<file path="config.mk">
export PLATFORM = sky130hd
export DESIGN_NAME = z80_read_mux
export DESIGN_NICKNAME = d
export VERILOG_FILES = /design/src/rtl/z80_read_mux.sv
export SDC_FILE = /design/constraint.sdc
export NUM_CORES = 1
export LEC_CHECK = 0
export ABC_AREA = 1
export CAP_MARGIN = 15
export CORE_ASPECT_RATIO = 1.25
export CORE_MARGIN = 4
export CORE_UTILIZATION = 40
export CTS_BUF_LIST = sky130_fd_sc_hd__clkbuf_4 sky130_fd_sc_hd__clkbuf_8 sky130_fd_sc_hd__clkbuf_16
export DETAILED_ROUTE_END_ITERATION = 16
export GPL_ROUTABILITY_DRIVEN = 0
export GPL_TIMING_DRIVEN = 0
export PLACE_DENSITY = 0.87
export SLEW_MARGIN = 25
export SYNTH_ARGS = -nofsm -noshare
export SYNTH_HDL_FRONTEND = slang
export SYNTH_SLANG_ARGS = --single-unit
</file>
<file path="constraint.sdc">
create_clock -name pll0_250MHz -period 2.8 [get_ports pll0_250MHz]
set_input_delay 0.56 -clock pll0_250MHz [delete_from_list [all_inputs] [get_ports pll0_250MHz]]
set_output_delay 0.56 -clock pll0_250MHz [all_outputs]
set_load 0.005 [all_outputs]
</file>
<file path="src/rtl/z80_read_mux.sv">
// z80_read_mux
//   Selects one of NCH device read buses onto the Z80 DATA IN bus.
//   Channel 0 has the highest priority. When no channel select is set,
//   the bus falls back to s100DataIn.
//   Each channel has its own programmable wait-state count. rdReady rises
//   once the captured data is valid on outData.
//   reset_cs forces DEFAULT_DATA (a NOP) for reset-vector fetches.
//   Sticky flags record select collisions and aborted reads.
//
// Ports
//   pll0_250MHz : system clock, rising edge
//   reset       : synchronous active-high reset
//   chData      : NCH*DW read data, channel i at [i*DW +: DW]
//   chCs        : NCH per-channel selects
//   wsCfg       : NCH*WSW wait counts, channel i at [i*WSW +: WSW]
//   s100DataIn  : fallback data when no select is set
//   reset_cs    : reset-vector fetch, forces DEFAULT_DATA and rdReady
//   z80Read     : read request (level)
//   errClr      : clears collision / abortErr (a same-cycle set wins)
//   outData     : Z80 DATA IN
//   rdReady     : data valid, releases the CPU wait
//   selIdx      : locked source, NCH = fallback
//   collision   : sticky, more than one select was set at lock
//   abortErr    : sticky, the locked channel dropped its select before capture
//   dbgState    : current FSM state (IDLE=0, WAIT=1, CAPT=2, DONE=3)
//
// Handshake: z80Read is a level request. rdReady stays high while
// z80Read is held. Dropping z80Read in any state returns the FSM to IDLE,
// with rdReady low one edge later.
module z80_read_mux #(
    parameter int              NCH          = 8,
    parameter int              DW           = 8,
    parameter int              WSW          = 4,
    parameter logic [DW-1:0]   DEFAULT_DATA = '0
) (
    input  logic                      pll0_250MHz,
    input  logic                      reset,
    input  logic [NCH*DW-1:0]         chData,
    input  logic [NCH-1:0]            chCs,
    input  logic [NCH*WSW-1:0]        wsCfg,
    input  logic [DW-1:0]             s100DataIn,
    input  logic                      reset_cs,
    input  logic                      z80Read,
    input  logic                      errClr,
    output logic [DW-1:0]             outData,
    output logic                      rdReady,
    output logic [$clog2(NCH):0]      selIdx,
    output logic                      collision,
    output logic                      abortErr,
    output logic [1:0]                dbgState
);

    localparam int SW = $clog2(NCH) + 1;

    typedef enum logic [1:0] {
        IDLE = 2'd0,
        WAIT = 2'd1,
        CAPT = 2'd2,
        DONE = 2'd3
    } state_t;

    state_t         state;
    logic [WSW-1:0] counter;

    // Lock-cycle decode: lowest set select, its wait count, multiple hits
    logic [SW-1:0]  firstIdx;
    logic [WSW-1:0] firstWs;
    logic           multiHit;
    logic           anySeen;

    // Data path of the channel already locked in selIdx
    logic [DW-1:0]  lockedData;
    logic           lockedCs;

    logic           lockNow;
    logic           collSet;
    logic           abortSet;

    always_comb begin
        firstIdx = SW'(NCH);
        firstWs  = '0;
        multiHit = 1'b0;
        anySeen  = 1'b0;
        // Scan from the top down so the lowest index is the last writer
        for (int i = NCH - 1; i >= 0; i--) begin
            if (chCs[i]) begin
                firstIdx = SW'(i);
                firstWs  = wsCfg[i*WSW +: WSW];
                if (anySeen) multiHit = 1'b1;
                anySeen = 1'b1;
            end
        end
    end

    always_comb begin
        // Fallback source: always "selected", so it can never abort
        lockedData = s100DataIn;
        lockedCs   = 1'b1;
        for (int i = 0; i < NCH; i++) begin
            if (selIdx == SW'(i)) begin
                lockedData = chData[i*DW +: DW];
                lockedCs   = chCs[i];
            end
        end
    end

    assign lockNow  = !reset_cs && (state == IDLE) && z80Read;
    assign collSet  = lockNow && multiHit;
    assign abortSet = !reset_cs && (state == CAPT) && z80Read && !lockedCs;
    assign dbgState = state;

    always_ff @(posedge pll0_250MHz) begin
        if (reset) begin
            state     <= IDLE;
            counter   <= '0;
            outData   <= DEFAULT_DATA;
            rdReady   <= 1'b0;
            selIdx    <= '0;
            collision <= 1'b0;
            abortErr  <= 1'b0;
        end else begin
            // Sticky flags: set has priority over clear
            collision <= collSet  | (collision & ~errClr);
            abortErr  <= abortSet | (abortErr  & ~errClr);

            if (reset_cs) begin
                outData <= DEFAULT_DATA;
                rdReady <= 1'b1;
                state   <= IDLE;
                counter <= '0;
            end else begin
                case (state)
                    IDLE: begin
                        // Also drops the rdReady left high by reset_cs
                        rdReady <= 1'b0;
                        if (z80Read) begin
                            selIdx  <= firstIdx;
                            counter <= firstWs;
                            state   <= (firstWs != '0) ? WAIT : CAPT;
                        end
                    end
                    WAIT: begin
                        if (!z80Read) begin
                            state   <= IDLE;
                            counter <= '0;
                        end else begin
                            counter <= counter - 1'b1;
                            if (counter == WSW'(1)) state <= CAPT;
                        end
                    end
                    CAPT: begin
                        if (!z80Read) begin
                            state <= IDLE;
                        end else begin
                            outData <= lockedCs ? lockedData : DEFAULT_DATA;
                            rdReady <= 1'b1;
                            state   <= DONE;
                        end
                    end
                    DONE: begin
                        if (!z80Read) begin
                            rdReady <= 1'b0;
                            state   <= IDLE;
                        end
                    end
                    default: state <= IDLE;
                endcase
            end
        end
    end

endmodule

</file>
==> results of run 1 <==
## registers in the layout (all words and copies together), names as in the netlist
register and count:
outData 8, rdReady 1, abortErr 1, dbgState 2, counter 4, selIdx 4, collision 1
## cells by family (layout without fill, tap and decap cells)
kind of cell	count (synthesis)	after routing
buf+inv	56	191
xor+xnor	1	1
compound gates	78	78
simple gates	255	255
fa+ha+maj	2	2
flops	21	21
## final cells by class
| type | instances | share of cell area |
|---|---|---|
| clock buffer | 4 | 0.0134 |
| multi-input combinational | 336 | 0.431 |
| timing repair buffer | 131 | 0.359 |
| inverter | 48 | 0.0493 |
| sequential | 21 | 0.115 |
| buffer | 8 | 0.0106 |
| tap | 64 | 0.0219 |
## through the flow
stage	power (mW)	instance area (µm²)	hold WS [ps]
after floorplan	0.535	2210	459
after global placement	0.760	3600	453
after detailed placement	0.769	3600	457
after CTS	0.971	3650	468
after global routing	1.04	3650	488
final	0.966	3650	466
## per-layer routing
layer / global-route usage / routed length [µm]
met1: 0.263 / 3180
met2: 0.430 / 4150
met5: 0 / 0
met4: 0.0846 / 265
met3: 0.0288 / 528
## report_power, final
| group | internal, mW | leakage, nW | switching (mW) |
|---|---|---|---|
| Clock | 0.111 | 0.0262 | 0.0892 |
| Combinational | 0.240 | 1.40 | 0.208 |
| Sequential | 0.308 | 0.171 | 0.0102 |
| Total | 0.659 | 1.60 | 0.307 |
## cell usage after synthesis (all sizes together)
| library cell | n |
|---|---|
| o211ai | 1 |
| clkbuf | 3 |
| a31oi | 3 |
| xor2 | 1 |
| o311ai | 1 |
| or2 | 12 |
| nor2 | 62 |
| ha | 2 |
| o31ai | 2 |
| nor3 | 2 |
| nand2 | 129 |
| o21ai | 21 |
| dfxtp | 21 |
| inv | 45 |
| a211oi | 3 |
| a221oi | 3 |
| buf | 5 |
| a21oi | 40 |
| o2bb2ai | 1 |
| nand3 | 46 |
| clkinv | 3 |
| a22oi | 1 |
| nand3b | 3 |
| nand4 | 1 |
| o21bai | 1 |
| o22ai | 1 |
## path summary, 6_finish.rpt
check,endpoint,slack (ps),cells after the start
max,dbgState[1],590,15
min reg2reg,outData[5],470,2
min,outData[5],470,2
max reg2reg,outData[4],870,13
## tightest hold or removal path, cell delays in order (launching register included)
cell and delay [ps]:
dfxtp_1 310, nand2_1 60, a21oi_1 50
==> impl_metrics.ini, run 1 <==
[run_status]
status = finished clean

[worst_setup_path]
worstSetupStartpoint = chCs[6]
path_class = input pin to register
worstPathMaxFanout = 7
start_kind = input pin
critical-path-top-delay-family = buffers and inverters
cpPeakStageDelay_ps = 630
cp.required_ps = 2980
regToRegStartpoint = selIdx[0]
path_buf_inv = 3
cp_slowest_cell = clkdlybuf4s50_1
cpMostUsedCell = nand2_1
cp.arrival_ps = 2390
crit_path_end_kind = register
crit_chain = clkdlybuf4s50_1 -> inv_1 -> nand2_1 -> inv_1 -> a21oi_1 -> o21ai_0 -> nand2_1 -> nand2_1 -> nand2_1 -> nand2_1 -> nor2_1 -> nand2_1 -> nand2_1 -> nand2_1 -> nor2_1

[detailed_routing]
ant_nets = 0
drc = 0
dr.first_iter.drc_count = 107
drt_wl_total_um = 8130
avgRoutedWirePerCell_um = 13.3
vias = 3099
dr.pass1.iters = 4
viasPerCell = 5.06

[place]
placed_cells = 608
place_hpwl_um = 6810
dpl_worst_slack_ps = 391
place.port_buffers = 131

[synth]
ys_types = 35
ys_warn_count = 0
synth_xor_area_frac = 0.00396
synth-simple-area-share = 0.500
synthMuxAreaShare = 0
synth_area_per_cell_um2 = 5.36
yosys-top-cells-area = nand2_1 (22%), dfxtp_1 (19%), nand3_1 (10%)
synthCells = 413
synth_top_cell_area_share = 0.217
synth_top_area_cell = nand2_1
syn_nets = 532
netlist_area_mm2 = 0.00221
yosysSeqAreaShare = 0.190
ys_ff_latch = 21
synth_top_family_by_area = simple AND/OR/NAND/NOR gates
synth_fa_ha_area_frac = 0.0113
synth_compound_area_frac = 0.196

[min_path]
hold_start = outData[5]
min_path_type = register to register

[clocking]
post_cts_buffers = 0
clkTransAtPathRegs_ps = 70
clock_sinks = 21
ctsHoldBuffers = 0
cts_tree = yes
cts_resized = 0
cts_buffer_depth = 2
cts-root-buf = clkbuf_8
cts_max_level = 1
clk_latency_ps = 250
cts_inserted_buffers = 3

[floorplan]
dieArea_mm2 = 0.00679
fp-row-count = 30
initial_core_util = 0.409
ios = 134
die_width_um = 74.5
fp.dieH_um = 91.2
core-area_mm2 = 0.00541

[final_layout]
num_antenna_cells = 0
area_growth_pct = 65.1
final_cell_mix = clkdlybuf4s50_1 (131), nand2_1 (128), nor2_1 (57), nand3_1 (45), inv_1 (43)
finalNonFillerCells = 612
final_common_cell = clkdlybuf4s50_1
drive_gt1_frac = 0.0493
multiInputGateArea_mm2 = 0.00157
register_area_um2 = 420
fin_util = 0.676
fillCellCount = 517
finalNetCount = 668

[sta]
setup_slack_ps = 591
fmax_mhz = 453
setup_tns_ps = 0
hold_viol = 0
drv_slew = 0
period_minus_slack_ps = 2210
setup_violations = 0
period_share = 0.789
worstMarginPinSlew_ps = 495
fin_skew_ps = 4.51
maxSlewHeadroom = 0.669
rsz0062_at_grt = no

[power_and_ir_drop]
leakage_nw = 1.60
p_per_area_mw_per_mm2 = 264
vdd_drop_max_v = 0.000313

[global_routing]
grt_pass1_vias = 3001
grt_usage = 0.233
overflow = 0
grt_pass1_wl_um = 13000
antenna_found_initial = 0
grt_max_degree = 12

[job]
cap_violations = 0
Note: power is estimated with default switching activity, not from simulation.
==> run 2: changes to the inputs <==
--- a/config.mk
+++ b/config.mk
@@ -9,12 +9,12 @@
 export CAP_MARGIN = 15
 export CORE_ASPECT_RATIO = 1.25
 export CORE_MARGIN = 4
-export CORE_UTILIZATION = 40
+export CORE_UTILIZATION = 38
 export CTS_BUF_LIST = sky130_fd_sc_hd__clkbuf_4 sky130_fd_sc_hd__clkbuf_8 sky130_fd_sc_hd__clkbuf_16
 export DETAILED_ROUTE_END_ITERATION = 16
 export GPL_ROUTABILITY_DRIVEN = 0
 export GPL_TIMING_DRIVEN = 0
-export PLACE_DENSITY = 0.87
+export PLACE_DENSITY = 0.84
 export SLEW_MARGIN = 25
 export SYNTH_ARGS = -nofsm -noshare
 export SYNTH_HDL_FRONTEND = slang
==> constraint.sdc (replaced) <==
create_clock -name pll0_250MHz -period 2.2 [get_ports pll0_250MHz]
set_input_delay 0.44 -clock pll0_250MHz [delete_from_list [all_inputs] [get_ports pll0_250MHz]]
set_output_delay 0.44 -clock pll0_250MHz [all_outputs]
set_load 0.005 [all_outputs]
==> run 2 against run 1 <==
Compared with the run above:
- design area rose by 0.86%
- final cell count up 0.49%
- via count grew 1.3%
- critical endpoint unchanged
==> impl_metrics.ini, run 2 (synthesized netlist as in run 1, its figures left out) <==
[final_layout]
fin_util = 0.663
finalNetCount = 671
final_common_cell = clkdlybuf4s50_1
largest_register_ffs = 8
num_antenna_cells = 0
regMostFlops = outData
top_regs = outData x8, counter x4, selIdx x4
final_cell_mix = clkdlybuf4s50_1 (129), nand2_1 (128), nor2_1 (57), nand3_1 (45), inv_1 (42)
area_growth_pct = 66.5
drive_gt1_frac = 0.0599
finalNonFillerCells = 615

[sta]
period_minus_slack_ps = 1970
fmax_mhz = 508
setup_violations = 0
hold_slack_ps = 463
worstMarginPinSlew_ps = 490
rsz0062_at_grt = no
fin_skew_ps = 1.33
hold_viol = 0
drv_slew = 0
setup_slack_ps = 230
maxSlewHeadroom = 0.672
period_share = 0.895

[power_and_ir_drop]
vdd_drop_max_v = 0.000361
leakage_nw = 1.63
p_per_area_mw_per_mm2 = 335
clockPowerShare = 0.208
switching_share = 0.317
p_sw_mw = 0.391
p_seq_frac = 0.329
internal_power_mw = 0.842
comb_power_share = 0.464

[worst_setup_path]
cp.arrival_ps = 2170
path_class = input pin to register
crit_end = dbgState[1]
worstSetupStartpoint = chCs[5]
r2r_end = outData[1]
crit_path_end_kind = register
regToRegStartpoint = selIdx[0]
cp.required_ps = 2400
worstPathMaxFanout = 8
start_kind = input pin
rr_worst_depth = 10
rrSetupSlack_ps = 260

[global_routing]
grt_max_degree = 12
grt_usage = 0.223
grt_pass1_wl_um = 13200
antenna_found_initial = 0
grt_pass1_vias = 2896
overflow = 0

[detailed_routing]
vias = 3139
viasPerCell = 5.10
dr.first_iter.drc_count = 161
avgRoutedWirePerCell_um = 13.4
ant_nets = 0
drt_wl_total_um = 8250
drc = 0
dr.pass1.iters = 4

[clocking]
cts_tree = yes
clock_sinks = 21
cts_max_level = 1
cts_buffer_depth = 2
cts-root-buf = clkbuf_8
ctsHoldBuffers = 0
clkTransAtPathRegs_ps = 70
cts_inserted_buffers = 3
clk_latency_ps = 260

[floorplan]
fp.dieH_um = 93.3
dieArea_mm2 = 0.00712
fp-row-count = 30
initial_core_util = 0.398
die_width_um = 76.3
ios = 134
core-area_mm2 = 0.00556

[place]
dpl_worst_slack_ps = -114
place_hpwl_um = 6840
placed_cells = 608
place.port_buffers = 131

[job]
cap_violations = 0

[run_status]
status = finished clean

[min_path]
min_path_type = register to register
run 2: cell types whose count changed in the layout (fill, tap and decap cells not counted):
cell / delta
clkinvlp_4: +1
clkdlybuf4s50_1: -2
inv_1: -1
inv_2: +2
buf_4: +3
clkinv_1: -2
dlymetal6s2s_1: +2
run 2: repair_timing:
item / 4_1_cts / 5_1_grt
gates resized for setup: 0 / 5
setup buffers: 0 / 3
setup endpoints to repair: 0 / 10
hold endpoints to repair: 0 / 0
run 2: worst min-delay path by stage:
stage | from | endpoint | slack [ps] | cells past startpoint
floorplan | abortErr | abortErr | 460 | 2
detailed placement | outData[2] | outData[2] | 450 | 2
CTS | outData[2] | outData[2] | 470 | 2
global placement | outData[2] | outData[2] | 450 | 2
finish | outData[2] | outData[2] | 460 | 2
global route | outData[2] | outData[2] | 490 | 2
run 2: power by group through the flow:
stage,Clock (mW),Sequential [mW],Combinational [mW]
final,0.256,0.406,0.572
after global routing,0.276,0.407,0.642
after CTS,0.263,0.405,0.566
after detailed placement,0,0.413,0.564
after global placement,0,0.412,0.556
after floorplan,0,0.412,0.270
run 2: worst max-delay path, stage by stage:
cell and delay, ps:
clkdlybuf4s50_1 510, inv_1 250, nand2_1 80, a21oi_1 120, o21ai_0 100, nand2_1 70
nand2_1 50, nand2_1 60, nand2_1 60, nor2_1 110, nand2_1 80, nand2_1 80
nand2_1 60, nor2_1 80
run 2: through the flow:
| step | TNS [ps] | total power [mW] | area (µm²) |
|---|---|---|---|
| after CTS | 0 | 1.23 | 3650 |
| final | 0 | 1.23 | 3680 |
| after global placement | -502 | 0.969 | 3600 |
| after global routing | 0 | 1.32 | 3680 |
| after floorplan | 0 | 0.681 | 2210 |
| after detailed placement | -824 | 0.977 | 3600 |
run 2: per-layer routing:
metal / vias to the layer above / GRT usage / routed length, µm
met5: - / 0 / 0
met3: 16 / 0.0337 / 461
met1: 1386 / 0.260 / 3300
met2: 114 / 0.416 / 4300
met4: 0 / 0.0710 / 192
li1: 1623 / - / -
run 2: layout make-up:
type	count	area (µm²)
Timing Repair Buffer	134	1340
Inverter	48	184
Fill cell	532	1870
Sequential cell	21	420
Tap cell	64	80.1
Multi-Input combinational cell	336	1570
Buffer	8	38.8
Clock buffer	4	48.8
